<file path="config.mk">
export PLATFORM = sky130hd
export DESIGN_NAME = pcie_hcmd_slot_arb
export DESIGN_NICKNAME = d
export VERILOG_FILES = /design/src/rtl/pcie_hcmd_slot_arb.sv
export SDC_FILE = /design/constraint.sdc
export NUM_CORES = 1
export LEC_CHECK = 0
export CELL_PAD_IN_SITES_DETAIL_PLACEMENT = 1
export CELL_PAD_IN_SITES_GLOBAL_PLACEMENT = 1
export CORE_ASPECT_RATIO = 0.5
export CORE_MARGIN = 1
export CORE_UTILIZATION = 46
export DETAILED_ROUTE_END_ITERATION = 10
export HOLD_SLACK_MARGIN = 0.05
export PLACE_DENSITY = 0.88
export SLEW_MARGIN = 20
export SYNTH_ARGS = -nofsm -noshare
export SYNTH_HDL_FRONTEND = slang
export SYNTH_SLANG_ARGS = --single-unit
</file>
<file path="constraint.sdc">
create_clock -name pcie_user_clk -period 5.18 [get_ports pcie_user_clk]
set_clock_uncertainty 0.2 [all_clocks]
set_input_delay 0.518 -clock pcie_user_clk [delete_from_list [all_inputs] [get_ports pcie_user_clk]]
set_output_delay 0.518 -clock pcie_user_clk [all_outputs]
set_load 0.1 [all_outputs]
</file>
<file path="src/rtl/pcie_hcmd_slot_arb.sv">
`default_nettype none
// =============================================================================
// Module   : pcie_hcmd_slot_arb
// Brief    : Round-robin slot-tag allocator with merged completion/abort release.
// Revision : 1.0 - initial release
// =============================================================================
module pcie_hcmd_slot_arb #(
   parameter int P_REQ_NUM        = 4,
   parameter int P_SLOT_TAG_WIDTH = 10,
   parameter int P_ABT_FIFO_DEPTH = 4
) (
   input  logic                        pcie_user_clk,
   input  logic                        pcie_user_rst_n,
   input  logic [P_REQ_NUM-1:0]        req_slot_req,
   output logic [P_REQ_NUM-1:0]        req_slot_gnt,
   output logic [P_SLOT_TAG_WIDTH-1:0] req_slot_tag,
   input  logic                        hcmd_slot_rdy,
   input  logic [P_SLOT_TAG_WIDTH-1:0] hcmd_slot_tag,
   output logic                        hcmd_slot_alloc_en,
   input  logic                        cpl_free_en,
   input  logic [P_SLOT_TAG_WIDTH-1:0] cpl_free_tag,
   input  logic                        abt_free_en,
   input  logic [P_SLOT_TAG_WIDTH-1:0] abt_free_tag,
   output logic                        hcmd_slot_free_en,
   output logic [P_SLOT_TAG_WIDTH-1:0] hcmd_slot_invalid_tag,
   output logic                        abt_free_full,
   output logic                        free_ovf_err,
   output logic [P_SLOT_TAG_WIDTH:0]   slot_used_cnt
);

   localparam int PTR_W   = (P_REQ_NUM > 1) ? $clog2(P_REQ_NUM) : 1;
   localparam int FIFO_AW = (P_ABT_FIFO_DEPTH > 1) ? $clog2(P_ABT_FIFO_DEPTH) : 1;
   localparam int FIFO_CW = $clog2(P_ABT_FIFO_DEPTH + 1);
   localparam logic [FIFO_CW-1:0]        FIFO_FULL_CNT = FIFO_CW'(P_ABT_FIFO_DEPTH);
   localparam logic [PTR_W-1:0]          RR_LAST       = PTR_W'(P_REQ_NUM - 1);
   localparam logic [FIFO_AW-1:0]        FIFO_LAST     = FIFO_AW'(P_ABT_FIFO_DEPTH - 1);
   localparam logic [P_SLOT_TAG_WIDTH:0] CNT_MAX       = {1'b1, {P_SLOT_TAG_WIDTH{1'b0}}};

   typedef enum logic [2:0] {
      S_IDLE = 3'b001,
      S_GNT  = 3'b010,
      S_WAIT = 3'b100
   } state_t;

   state_t                      state_q, state_d;
   logic [PTR_W-1:0]            rr_ptr_q, rr_ptr_d;
   logic [PTR_W-1:0]            winner_q, winner_d;
   logic [PTR_W-1:0]            rr_idx, rr_pick;
   logic                        rr_found;
   logic [P_REQ_NUM-1:0]        gnt_q, gnt_d;
   logic [P_SLOT_TAG_WIDTH-1:0] tag_q, tag_d;
   logic                        alloc_q, alloc_d;

   logic [P_SLOT_TAG_WIDTH-1:0] fifo_mem_q [P_ABT_FIFO_DEPTH];
   logic [FIFO_AW-1:0]          wr_ptr_q, wr_ptr_d;
   logic [FIFO_AW-1:0]          rd_ptr_q, rd_ptr_d;
   logic [FIFO_CW-1:0]          fifo_cnt_q, fifo_cnt_d;
   logic                        fifo_push, fifo_pop, fifo_drop;
   logic                        free_en_q, free_en_d;
   logic [P_SLOT_TAG_WIDTH-1:0] free_tag_q, free_tag_d;
   logic                        ovf_q, ovf_d;
   logic [P_SLOT_TAG_WIDTH:0]   used_cnt_q, used_cnt_d;

   // First requester at or after the pointer, wrapping modulo P_REQ_NUM.
   always_comb begin
      rr_found = 1'b0;
      rr_pick  = rr_ptr_q;
      rr_idx   = '0;
      for (int i = 0; i < P_REQ_NUM; i++) begin
         rr_idx = PTR_W'((int'(rr_ptr_q) + i) % P_REQ_NUM);
         if (!rr_found && req_slot_req[rr_idx]) begin
            rr_found = 1'b1;
            rr_pick  = rr_idx;
         end
      end
   end

   always_comb begin
      state_d  = state_q;
      rr_ptr_d = rr_ptr_q;
      winner_d = winner_q;
      gnt_d    = '0;
      tag_d    = '0;
      alloc_d  = 1'b0;
      case (state_q)
         S_IDLE: begin
            if (hcmd_slot_rdy && rr_found) begin
               winner_d = rr_pick;
               state_d  = S_GNT;
            end
         end
         S_GNT: begin
            alloc_d         = 1'b1;
            gnt_d[winner_q] = 1'b1;
            tag_d           = hcmd_slot_tag;
            rr_ptr_d        = (winner_q == RR_LAST) ? '0 : winner_q + 1'b1;
            state_d         = S_WAIT;
         end
         S_WAIT: begin
            if (!hcmd_slot_rdy) begin
               state_d = S_IDLE;
            end
         end
         default: state_d = S_IDLE;
      endcase
   end

   // A full FIFO drops the push even if the head is popped in the same cycle.
   always_comb begin
      fifo_push  = abt_free_en && (fifo_cnt_q != FIFO_FULL_CNT);
      fifo_drop  = abt_free_en && (fifo_cnt_q == FIFO_FULL_CNT);
      fifo_pop   = !cpl_free_en && (fifo_cnt_q != '0);
      wr_ptr_d   = wr_ptr_q;
      rd_ptr_d   = rd_ptr_q;
      fifo_cnt_d = fifo_cnt_q;
      if (fifo_push) begin
         wr_ptr_d = (wr_ptr_q == FIFO_LAST) ? '0 : wr_ptr_q + 1'b1;
      end
      if (fifo_pop) begin
         rd_ptr_d = (rd_ptr_q == FIFO_LAST) ? '0 : rd_ptr_q + 1'b1;
      end
      if (fifo_push && !fifo_pop) begin
         fifo_cnt_d = fifo_cnt_q + 1'b1;
      end else if (!fifo_push && fifo_pop) begin
         fifo_cnt_d = fifo_cnt_q - 1'b1;
      end
      free_en_d  = cpl_free_en || fifo_pop;
      free_tag_d = '0;
      if (cpl_free_en) begin
         free_tag_d = cpl_free_tag;
      end else if (fifo_pop) begin
         free_tag_d = fifo_mem_q[rd_ptr_q];
      end
      ovf_d = ovf_q || fifo_drop;
   end

   always_comb begin
      used_cnt_d = used_cnt_q;
      if (alloc_q && !free_en_q) begin
         if (used_cnt_q != CNT_MAX) begin
            used_cnt_d = used_cnt_q + 1'b1;
         end
      end else if (!alloc_q && free_en_q) begin
         if (used_cnt_q != '0) begin
            used_cnt_d = used_cnt_q - 1'b1;
         end
      end
   end

   always_ff @(posedge pcie_user_clk or negedge pcie_user_rst_n) begin
      if (!pcie_user_rst_n) begin
         state_q    <= S_IDLE;
         rr_ptr_q   <= '0;
         winner_q   <= '0;
         gnt_q      <= '0;
         tag_q      <= '0;
         alloc_q    <= 1'b0;
         wr_ptr_q   <= '0;
         rd_ptr_q   <= '0;
         fifo_cnt_q <= '0;
         free_en_q  <= 1'b0;
         free_tag_q <= '0;
         ovf_q      <= 1'b0;
         used_cnt_q <= '0;
         for (int i = 0; i < P_ABT_FIFO_DEPTH; i++) begin
            fifo_mem_q[i] <= '0;
         end
      end else begin
         state_q    <= state_d;
         rr_ptr_q   <= rr_ptr_d;
         winner_q   <= winner_d;
         gnt_q      <= gnt_d;
         tag_q      <= tag_d;
         alloc_q    <= alloc_d;
         wr_ptr_q   <= wr_ptr_d;
         rd_ptr_q   <= rd_ptr_d;
         fifo_cnt_q <= fifo_cnt_d;
         free_en_q  <= free_en_d;
         free_tag_q <= free_tag_d;
         ovf_q      <= ovf_d;
         used_cnt_q <= used_cnt_d;
         if (fifo_push) begin
            fifo_mem_q[wr_ptr_q] <= abt_free_tag;
         end
      end
   end

   assign req_slot_gnt          = gnt_q;
   assign req_slot_tag          = tag_q;
   assign hcmd_slot_alloc_en    = alloc_q;
   assign hcmd_slot_free_en     = free_en_q;
   assign hcmd_slot_invalid_tag = free_tag_q;
   assign abt_free_full         = (fifo_cnt_q == FIFO_FULL_CNT);
   assign free_ovf_err          = ovf_q;
   assign slot_used_cnt         = used_cnt_q;

endmodule
`default_nettype wire

</file>
==> key figures, run 1 <==
Outcome
  • Outcome: complete, but fails checks
  • Failing checks: DRC

Clock tree
  • Post-CTS Setup Inserts: 0
  • Number of buffers created by CTS: 9
  • CTS tree: built
  • H-tree depth: 3
  • CTS Sinks: 92
  • Post-CTS Hold Buffers: 0
  • Root buf cell: clkbuf_16
  • Resized Gates After CTS: 0
  • CTS Buffer Depth: 2
  • Clk_lat worst skew: 0.35 ns
  • Clk slew on worst S/H paths: 0.07 ns

Logic synthesis
  • EDFF count, synth: 0
  • Post-synthesis sequential area ratio: 53.2%
  • Syn avg cell area: 12.8 sq um
  • Mapped Nets: 400
  • Post-synth cell types: 50
  • Yosys reg bits: 92
  • Mapped Area: 0.00433 sq mm
  • Ys async rst share: 100%
  • Post-synthesis cell count: 339
  • Synth warnings: 0
  • Synth Flop Type: dfrtp_1

Run
  • Max-capacitance violation count: 0

Timing
  • Worst-margin pin slew: 1.04 ns
  • Relative slew slack: 30.2%
  • Final Hold Viols: 0
  • Crit share post-route: 65.4%
  • Max-slew violation count: 0
  • Tmin final: 3.39 ns
  • Max Fclk: 295 MHz
  • Setup TNS: 0 ns
  • RSZ-0062 raised after global routing: false
  • Final setup viols: 0

GRT
  • Global-route track usage on met2: 44.2%
  • Vias in the first global route: 3,308
  • Grt met1 use: 31.6%
  • Gr usage total: 25.3%
  • First-pass GRT wire length: 18.6 mm
  • Busiest layer in global routing: met2
  • Total grt overflow: 0
  • Met3 usage: 5.82%
  • Pin count of the biggest net entering global routing: 93
  • Initial antenna violation count: 0

Pwr
  • Leak: 2.37 nW
  • Power per cell area: 745 mW/mm^2
  • Flop pwr share: 32.1%
  • Internal power: 2.15 mW
  • Power Total: 4.09 mW
  • Sw frac: 47.4%
  • Psw: 1.94 mW
  • Peak supply drop: 0.269 mV
  • Power share of the combinational group: 51.9%
  • Clock Power Share: 16.0%

Critical path
  • CP Data Arrival Time: 3.42 ns
  • Critical-path maximum fanout: 12
  • Reg2reg end: fifo_cnt_q[1]$_DFFE_PN0P_
  • WS Path Type: input pin to flip-flop
  • Reg2reg path depth: 7
  • Worst R2R Setup Slack: 2.27 ns
  • CP Launch Type: input pin
  • CP required: 5.21 ns
  • R2R Path Start: fifo_cnt_q[0]$_DFFE_PN0P_
  • CP endpoint kind: flip-flop

Die
  • Die area: 0.00983 sq mm
  • Initial Utilization: 48.6%
  • CORE AREA: 0.00892 sq mm
  • Std-Cell Rows: 24
  • Die width: 139 um
  • IO Count: 78
  • Die Y: 70.6 um

Route
  • Drt pass-1 iters: 7
  • Drt wl/cell: 21.0 um
  • Number of remaining DRC errors: 2
  • Vias per inst: 5.55
  • ANT nets after route: 0
  • Iteration-0 DRC Markers: 84
  • Total via count in the routed design: 2,999
  • Total Wirelength: 11.3 mm

Layout
  • Fillers: 887
  • Final net count: 479
  • Area growth syn-to-layout: 26.7%
  • Antenna diodes: 0
  • Commonest non-fill, non-tap cells in the layout: 91 x dfrtp_1, 76 x clkdlybuf4s50_1, 27 x mux2_1
  • Layout cell share with drive strength beyond 1: 11.6%
  • Commonest non-fill, non-tap cell in the layout: dfrtp_1

Placement
  • GPL Wtd Cong: 0.876
  • IO buf count: 77
  • DP Wirelength: 7.79 mm

Min path
  • Min-Delay Path Class: input pin to async pin
worst max-delay path by stage:
stage	from	endpoint	slack (ns)
after floorplan	fifo_cnt_q[0]$_DFFE_PN0P_	fifo_cnt_q[1]$_DFFE_PN0P_	0.83
after global placement	cpl_free_en	fifo_cnt_q[1]$_DFFE_PN0P_	1.80
after detailed placement	cpl_free_en	fifo_cnt_q[1]$_DFFE_PN0P_	1.52
after CTS	cpl_free_en	fifo_cnt_q[1]$_DFFE_PN0P_	1.83
after global routing	cpl_free_en	fifo_cnt_q[1]$_DFFE_PN0P_	1.67
final	cpl_free_en	fifo_cnt_q[1]$_DFFE_PN0P_	1.79
worst max-delay path: stages:
cell and delay [ns]:
clkdlybuf4s50_1 0.70, nor2_1 0.84, inv_1 0.25, ha_1 0.30, inv_1 0.10, fa_1 0.43, mux2_2 0.28
flip-flops by register name, summed over array words and instances, names as in the netlist, 3 cells and up:
name and count:
fifo_cnt_q 3, fifo_mem_q 40, hcmd_slot_invalid_tag 10, req_slot_gnt 4, req_slot_tag 10, slot_used_cnt 11
state_q 3
synthesized netlist by cell type (2+ instances only):
master / count / share of area [%]
nand3_1: 2 / 0.23
and2_1: 14 / 2.0
dfrtp_1: 91 / 53
nand2_1: 22 / 1.9
clkbuf_1: 5 / 0.43
o21a_1: 2 / 0.35
a22o_1: 10 / 2.0
nand4_1: 3 / 0.43
nor2b_1: 3 / 0.43
a21o_1: 4 / 0.69
o221ai_1: 2 / 0.40
o211ai_1: 2 / 0.35
nor3b_1: 2 / 0.35
nor3_1: 5 / 0.58
xnor2_1: 4 / 0.81
mux4_2: 10 / 5.2
nor2_1: 13 / 1.1
mux2i_1: 2 / 0.46
fa_1: 2 / 0.92
mux2_1: 27 / 7.0
nor4_1: 2 / 0.29
o21ai_0: 8 / 0.92
xor2_1: 6 / 1.2
inv_1: 15 / 1.3
ha_1: 20 / 5.8
buf_2: 3 / 0.35
mux2_2: 14 / 3.6
nand2b_1: 4 / 0.58
a211oi_1: 2 / 0.35
o21ai_1: 7 / 0.81
o31ai_1: 2 / 0.35
a21oi_1: 10 / 1.2
nand2_2: 4 / 0.58
layer usage:
layer,share of wire [%],wire (um)
met5,0,0
met3,3.4,390
met1,44,4940
met2,51,5790
met4,1.9,219
layout make-up:
cell class / count / area [sq um] / share of cell area, %
repair buffers: 78 / 779 / 14.2
inverters: 15 / 56.3 / 1.03
well taps: 117 / 146 / 2.67
flip-flops and latches: 92 / 2300 / 42.0
clock inverters: 5 / 42.5 / 0.775
multi-input cells: 222 / 1910 / 34.8
clock buffers: 11 / 253 / 4.60
power groups by stage:
stage | Clock, mW | Combinational (mW) | Sequential (mW)
after detailed placement | 0 | 2.11 | 1.31
after floorplan | 0 | 0.970 | 1.89
after CTS | 0.664 | 2.14 | 1.32
after global routing | 0.694 | 2.27 | 1.36
final | 0.654 | 2.12 | 1.31
after global placement | 0 | 2.02 | 1.27
metrics by stage:
step	util, %	worst slack [ns]	hold slack (ns)	instances	instance area [sq um]
6_report	61.6	1.79	0.00140	540	5490
5_1_grt	61.6	1.67	0.0981	540	5490
4_1_cts	61.5	1.83	0.244	540	5490
3_5_place_dp	58.2	1.52	0.255	524	5190
3_3_place_gp	58.2	1.80	0.238	524	5190
2_1_floorplan	-	0.830	0.0224	339	4330
kinds of logic (layout without fill, tap and decap cells):
family	count (synthesis)	count (layout)	share of synthesized area, %
flops	92	92	53.2
simple gates	78	78	9.24
compound gates	58	58	9.44
mux	54	54	16.7
buf+inv	25	109	2.77
fa+ha+maj	22	22	6.70
xor+xnor	10	10	2.02
Note: power is estimated with default switching activity, not from simulation.
==> run 2, diff against run 1 <==
CORE_UTILIZATION = 42   (was 46)
PLACE_DENSITY = 0.81   (was 0.88)
clock period = 3.2 ns   (was 5.18 ns; I/O delays follow)
==> key figures, run 2 (synthesized netlist as in run 1, its figures left out) <==
Timing
  • Crit share post-route: 89.8%
  • Hold Slack: 0.284 ns (+0.283 ns)
  • RSZ-0062 raised after global routing: false
  • Setup WS post-layout: 0.326 ns (-1.47 ns)
  • Max-slew violation count: 0 (unchanged)
  • Setup TNS: 0 ns (unchanged)
  • Worst-margin pin slew: 0.996 ns (-0.0474 ns)
  • Tmin final: 2.87 ns
  • Final setup viols: 0 (unchanged)
  • Relative slew slack: 33.4% (+3.2 points)
  • Max Fclk: 348 MHz
  • Final Hold Viols: 0 (unchanged)

Clock tree
  • Number of buffers created by CTS: 9 (unchanged)
  • Clk slew on worst S/H paths: 0.07 ns (about the same)
  • CTS Buffer Depth: 2 (unchanged)
  • CTS tree: built
  • H-tree depth: 3 (unchanged)
  • CTS Sinks: 92 (unchanged)
  • Clk_lat worst skew: 0.34 ns (about the same)
  • Post-CTS Setup Inserts: 0 (unchanged)
  • Root buf cell: clkbuf_16

Layout
  • Layout cell share with drive strength beyond 1: 19.2% (+7.6 points)
  • Antenna diodes: 0 (unchanged)
  • Final Cell Area: 0.00549 sq mm (about the same)
  • Top reg by flops: fifo_mem_q
  • Max reg flops: 40 (unchanged)
  • Area growth syn-to-layout: 26.7% (about the same)
  • Fillers: 998 (+13%)
  • Commonest non-fill, non-tap cells in the layout: 89 x dfrtp_1, 49 x clkdlybuf4s50_1, 32 x buf_4
  • Final net count: 484 (+1.0%)
  • Commonest non-fill, non-tap cell in the layout: dfrtp_1

Run
  • Max-capacitance violation count: 0 (unchanged)

Route
  • Vias per inst: 5.35 (-3.6%)
  • Total via count in the routed design: 3,014 (+0.50%)
  • Drt pass-1 iters: 4 (-3)
  • Iteration-0 DRC Markers: 110 (+31%)
  • ANT nets after route: 0 (unchanged)
  • Number of remaining DRC errors: 0 (-2)
  • Drt wl/cell: 19.5 um (-7.2%)
  • Total Wirelength: 11.0 mm (-3.2%)

GRT
  • Gr usage total: 22.4% (-2.9 points)
  • Initial antenna violation count: 0 (unchanged)
  • Pin count of the biggest net entering global routing: 60 (-35%)
  • First-pass GRT wire length: 18.0 mm (-3.5%)
  • Total grt overflow: 0 (unchanged)
  • Vias in the first global route: 3,300 (-0.24%)

Die
  • Die area: 0.0108 sq mm (+9.3%)
  • IO Count: 78 (unchanged)
  • Initial Utilization: 44.5% (-4.0 points)
  • Die Y: 73.8 um (+4.5%)
  • Std-Cell Rows: 25 (+4.2%)
  • Die width: 146 um (+4.6%)
  • CORE AREA: 0.00973 sq mm (+9.1%)

Critical path
  • Critical-path maximum fanout: 10 (-2)
  • CP endpoint kind: flip-flop
  • CP Data Arrival Time: 2.94 ns (-0.48 ns)
  • CP required: 3.27 ns (-1.94 ns)
  • WS Path Type: flip-flop to flip-flop
  • CP Launch Type: flip-flop

Placement
  • Post-DP Area: 0.00520 sq mm (+0.22%)
  • DP Wirelength: 7.59 mm (-2.5%)
  • Dpl ws: 0.320 ns (-1.20 ns)
  • IO buf count: 77 (unchanged)
  • GPL Wtd Cong: 0.830 (-5.3%)

Pwr
  • Peak supply drop: 0.390 mV (+45%)
  • Power per cell area: 1180 mW/mm^2 (+58%)
  • Leak: 2.43 nW (+2.3%)

Min path
  • Min-Delay Path Class: flip-flop to flip-flop

Outcome
  • Outcome: finished, final reports clean
[run 2: cell types whose count changed in the layout (fill, tap and decap cells not counted), sizes merged]
cell / before / now
clkbuf: 11 / 10
buf: 2 / 33
clkinv: 1 / 2
dlygate4sd3: 0 / 1
clkdlybuf4s50: 76 / 49
[run 2: path summary, 6_finish.rpt]
path | startpoint | endpoint | slack, ns | depth (start not counted)
worst max-delay path | hcmd_slot_free_en$_DFF_PN0_ | slot_used_cnt[10]$_DFFE_PN0P_ | 0.33 | 9
worst min-delay path | free_ovf_err$_DFF_PN0_ | free_ovf_err$_DFF_PN0_ | 0.28 | 1
min in group asynchronous | pcie_user_rst_n | state_q[2]$_DFFE_PN0P_ | 0.40 | 2
worst min register to register | free_ovf_err$_DFF_PN0_ | free_ovf_err$_DFF_PN0_ | 0.28 | 1
worst max register to register | hcmd_slot_free_en$_DFF_PN0_ | slot_used_cnt[10]$_DFFE_PN0P_ | 0.33 | 9
max in group asynchronous | pcie_user_rst_n | fifo_mem_q[15]$_DFFE_PN0P_ | 1.75 | 3
[run 2: area by class of cell]
cell class              instances  area, sq um  share of cell area, %
well taps                     135          169                   3.08
clock buffers                  10          229                   4.17
multi-input cells             222         1920                   35.0
inverters                      15         56.3                   1.03
repair buffers                 83          761                   13.9
flip-flops and latches         92         2310                   42.0
clock inverters                 6         46.3                  0.844
[run 2: stage by stage]
step	power, mW	cells	util (%)
after floorplan	4.65	339	-
after global placement	5.32	546	53.5
after detailed placement	5.49	546	53.5
after CTS	6.55	563	56.4
after global routing	6.87	563	56.4
final	6.48	563	56.4
[run 2: critical path, stage by stage (launching register included)]
cell	delay, ns
dfrtp_2	0.40
inv_1	0.05
ha_1	0.28
inv_1	0.25
ha_1	0.45
a21o_1	0.19
a211o_1	0.28
o32a_1	0.32
mux2_4	0.31
o211ai_2	0.07
[run 2: routing by layer]
layer  part of all wire, %  vias up  track usage [%]
li1                      -     1380                -
met1                    44     1564             26.1
met2                    52       56             42.2
met3                   3.1       14             6.02
met4                   1.2        0             5.03
met5                     0        -                0
[run 2: where the power goes]
part / leakage (nW) / switching, mW / internal [mW] / total, mW
Combinational: 1.17 / 2.16 / 1.19 / 3.35
Clock: 0.135 / 0.468 / 0.535 / 1.00
Sequential: 1.12 / 0.446 / 1.68 / 2.12
Total: 2.43 / 3.08 / 3.41 / 6.48
[run 2: timing repair]
action | CTS | global route
hold buffers | 1 | 0
hold endpoints to repair | 57 | 0
gates resized for setup | 0 | 0
setup endpoints to repair | 0 | 0
==> run 3, diff against run 2 <==
CORE_MARGIN = 3   (was 1)
==> key figures, run 3 (synthesized netlist as in run 1, its figures left out) <==
Outcome
  • Outcome: finished, final reports clean

Route
  • Iteration-0 DRC Markers: 80 (-27%)
  • ANT nets after route: 0 (unchanged)
  • Total Wirelength: 11.1 mm (+0.98%)
  • Drt wl/cell: 19.6 um (+0.62%)
  • Drt pass-1 iters: 4 (unchanged)
  • Number of remaining DRC errors: 0 (unchanged)
  • Vias per inst: 5.34 (-0.32%)
  • Total via count in the routed design: 3,015 (+0.033%)

Critical path
  • CP endpoint kind: flip-flop
  • CP required: 3.27 ns (about the same)
  • Critical-path maximum fanout: 10 (unchanged)
  • CP Launch Type: flip-flop
  • WS Path Type: flip-flop to flip-flop
  • Critical path's slowest cell: ha_1
  • WP buf/inv: 2 (unchanged)
  • CP Data Arrival Time: 2.96 ns (+0.02 ns)
  • Worst-path cell chain: inv_1, ha_1, inv_1, ha_1, a21o_1, a211o_1, o32a_1, mux2_4, o211ai_2
  • Worst R2R Setup Slack: 0.31 ns (-0.02 ns)
  • Crit path largest cell delay: 0.44 ns (about the same)
  • Largest delay share family, worst path: compound AO/OA/AOI/OAI gates

Placement
  • GPL Wtd Cong: 0.915 (+10%)
  • IO buf count: 77 (unchanged)
  • Post-DP Area: 0.00518 sq mm (-0.34%)
  • DP Wirelength: 7.88 mm (+3.8%)

Layout
  • Top reg by flops: fifo_mem_q
  • Layout cell share with drive strength beyond 1: 21.4% (+2.2 points)
  • Max reg flops: 40 (unchanged)
  • Antenna diodes: 0 (unchanged)
  • Commonest non-fill, non-tap cell in the layout: dfrtp_1
  • Commonest non-fill, non-tap cells in the layout: 89 x dfrtp_1, 43 x buf_4, 41 x clkdlybuf4s50_1
  • Final Cell Area: 0.00552 sq mm (+0.59%)
  • Fillers: 972 (-2.6%)
  • Final net count: 486 (+0.41%)
  • Area growth syn-to-layout: 27.4%

Timing
  • Setup TNS: 0 ns (unchanged)
  • Crit share post-route: 90.3% (+0.48 points)
  • Hold Slack: 0.286 ns (+0.00153 ns)
  • Worst-margin pin slew: 0.976 ns (-0.0200 ns)
  • Max-slew violation count: 0 (unchanged)
  • RSZ-0062 raised after global routing: false
  • Max Fclk: 346 MHz (-0.53%)
  • Final Hold Viols: 0 (unchanged)
  • Relative slew slack: 34.8% (+1.3 points)
  • Tmin final: 2.89 ns (+0.0154 ns)
  • Final setup viols: 0 (unchanged)

GRT
  • Total grt overflow: 0 (unchanged)
  • Gr usage total: 20.5% (-1.9 points)
  • Pin count of the biggest net entering global routing: 56 (-6.7%)
  • Initial antenna violation count: 0 (unchanged)
  • First-pass GRT wire length: 18.4 mm (+2.6%)
  • Vias in the first global route: 3,480 (+5.5%)

Clock tree
  • Clk slew on worst S/H paths: 0.06 ns (about the same)
  • Post-CTS Setup Inserts: 0 (unchanged)
  • CTS Sinks: 92 (unchanged)
  • Number of buffers created by CTS: 9 (unchanged)
  • H-tree depth: 3 (unchanged)
  • Root buf cell: clkbuf_16
  • CTS Buffer Depth: 2 (unchanged)
  • Clk_lat worst skew: 0.34 ns (about the same)
  • CTS tree: built

Die
  • Die area: 0.0116 sq mm (+8.3%)
  • Die Y: 77.8 um (+5.4%)
  • CORE AREA: 0.00973 sq mm (unchanged)
  • Std-Cell Rows: 25 (unchanged)
  • Die width: 150 um (+2.7%)
  • Initial Utilization: 44.5% (unchanged)
  • IO Count: 78 (unchanged)

Min path
  • Min-Delay Path Class: flip-flop to flip-flop

Pwr
  • Power per cell area: 1210 mW/mm^2 (+2.4%)
  • Peak supply drop: 0.471 mV (+21%)
  • Leak: 2.47 nW (+1.8%)

Run
  • Max-capacitance violation count: 0 (unchanged)
[run 3: changes by cell type in the layout (fill, tap and decap cells not counted)]
cell and delta:
bufinv_16 +2, buf_12 -1, buf_4 +11, clkinv_2 -1
clkbuf_8 +1, clkdlybuf4s50_1 -8, clkinvlp_4 -1, inv_8 -1
[run 3: area by class of cell]
cell class	count	area (sq um)	share of cell area [%]
Clock inverter	5	82.6	1.50
Inverter	15	56.3	1.02
Tap cell	135	169	3.06
Sequential cell	92	2310	41.8
Clock buffer	11	243	4.40
Multi-Input combinational cell	222	1920	34.8
Timing Repair Buffer	85	743	13.5
[run 3: power breakdown]
| part | internal [mW] | switching [mW] |
|---|---|---|
| registers | 1.68 | 0.435 |
| clock network | 0.711 | 0.463 |
| logic | 1.20 | 2.19 |
| total | 3.58 | 3.09 |
[run 3: final timing paths]
check	from	cells past startpoint	to
worst max-delay path	hcmd_slot_free_en$_DFF_PN0_	9	slot_used_cnt[10]$_DFFE_PN0P_
worst min-delay path	free_ovf_err$_DFF_PN0_	1	free_ovf_err$_DFF_PN0_
worst max register to register	hcmd_slot_free_en$_DFF_PN0_	9	slot_used_cnt[10]$_DFFE_PN0P_
worst min register to register	free_ovf_err$_DFF_PN0_	1	free_ovf_err$_DFF_PN0_
max in group asynchronous	pcie_user_rst_n	3	fifo_mem_q[2]$_DFFE_PN0P_
min in group asynchronous	pcie_user_rst_n	2	hcmd_slot_invalid_tag[6]$_DFF_PN0_
[run 3: what timing repair did]
item / 4_1_cts / 5_1_grt
gates resized for setup: 0 / 0
hold buffers: 1 / 0
hold endpoints to repair: 52 / 0
[run 3: stage by stage]
stage                     worst slack [ns]  utilization, %  instances  total power [mW]
after floorplan                      0.191               -        339              4.65
after global placement               0.436            53.3        548              5.28
after detailed placement             0.305            53.3        548              5.50
after CTS                            0.301            56.7        565              6.73
after global routing                 0.167            56.7        565              7.08
final                                0.310            56.7        565              6.68
[run 3: metal layers]
metal / wire, um / GRT usage (%) / up-vias
met1: 4680 / 24.4 / 1572
met3: 317 / 5.08 / 12
met4: 147 / 4.75 / 0
met5: 0 / 0 / -
met2: 5930 / 37.7 / 47
li1: - / - / 1384
[run 3: worst register-to-register path, delay by kind of cell, from the launching register on]
family	cells	cell delay [ns]
compound gates	4	0.88
fa+ha+maj	2	0.72
buf+inv	2	0.30
flops	1	0.40
mux	1	0.32
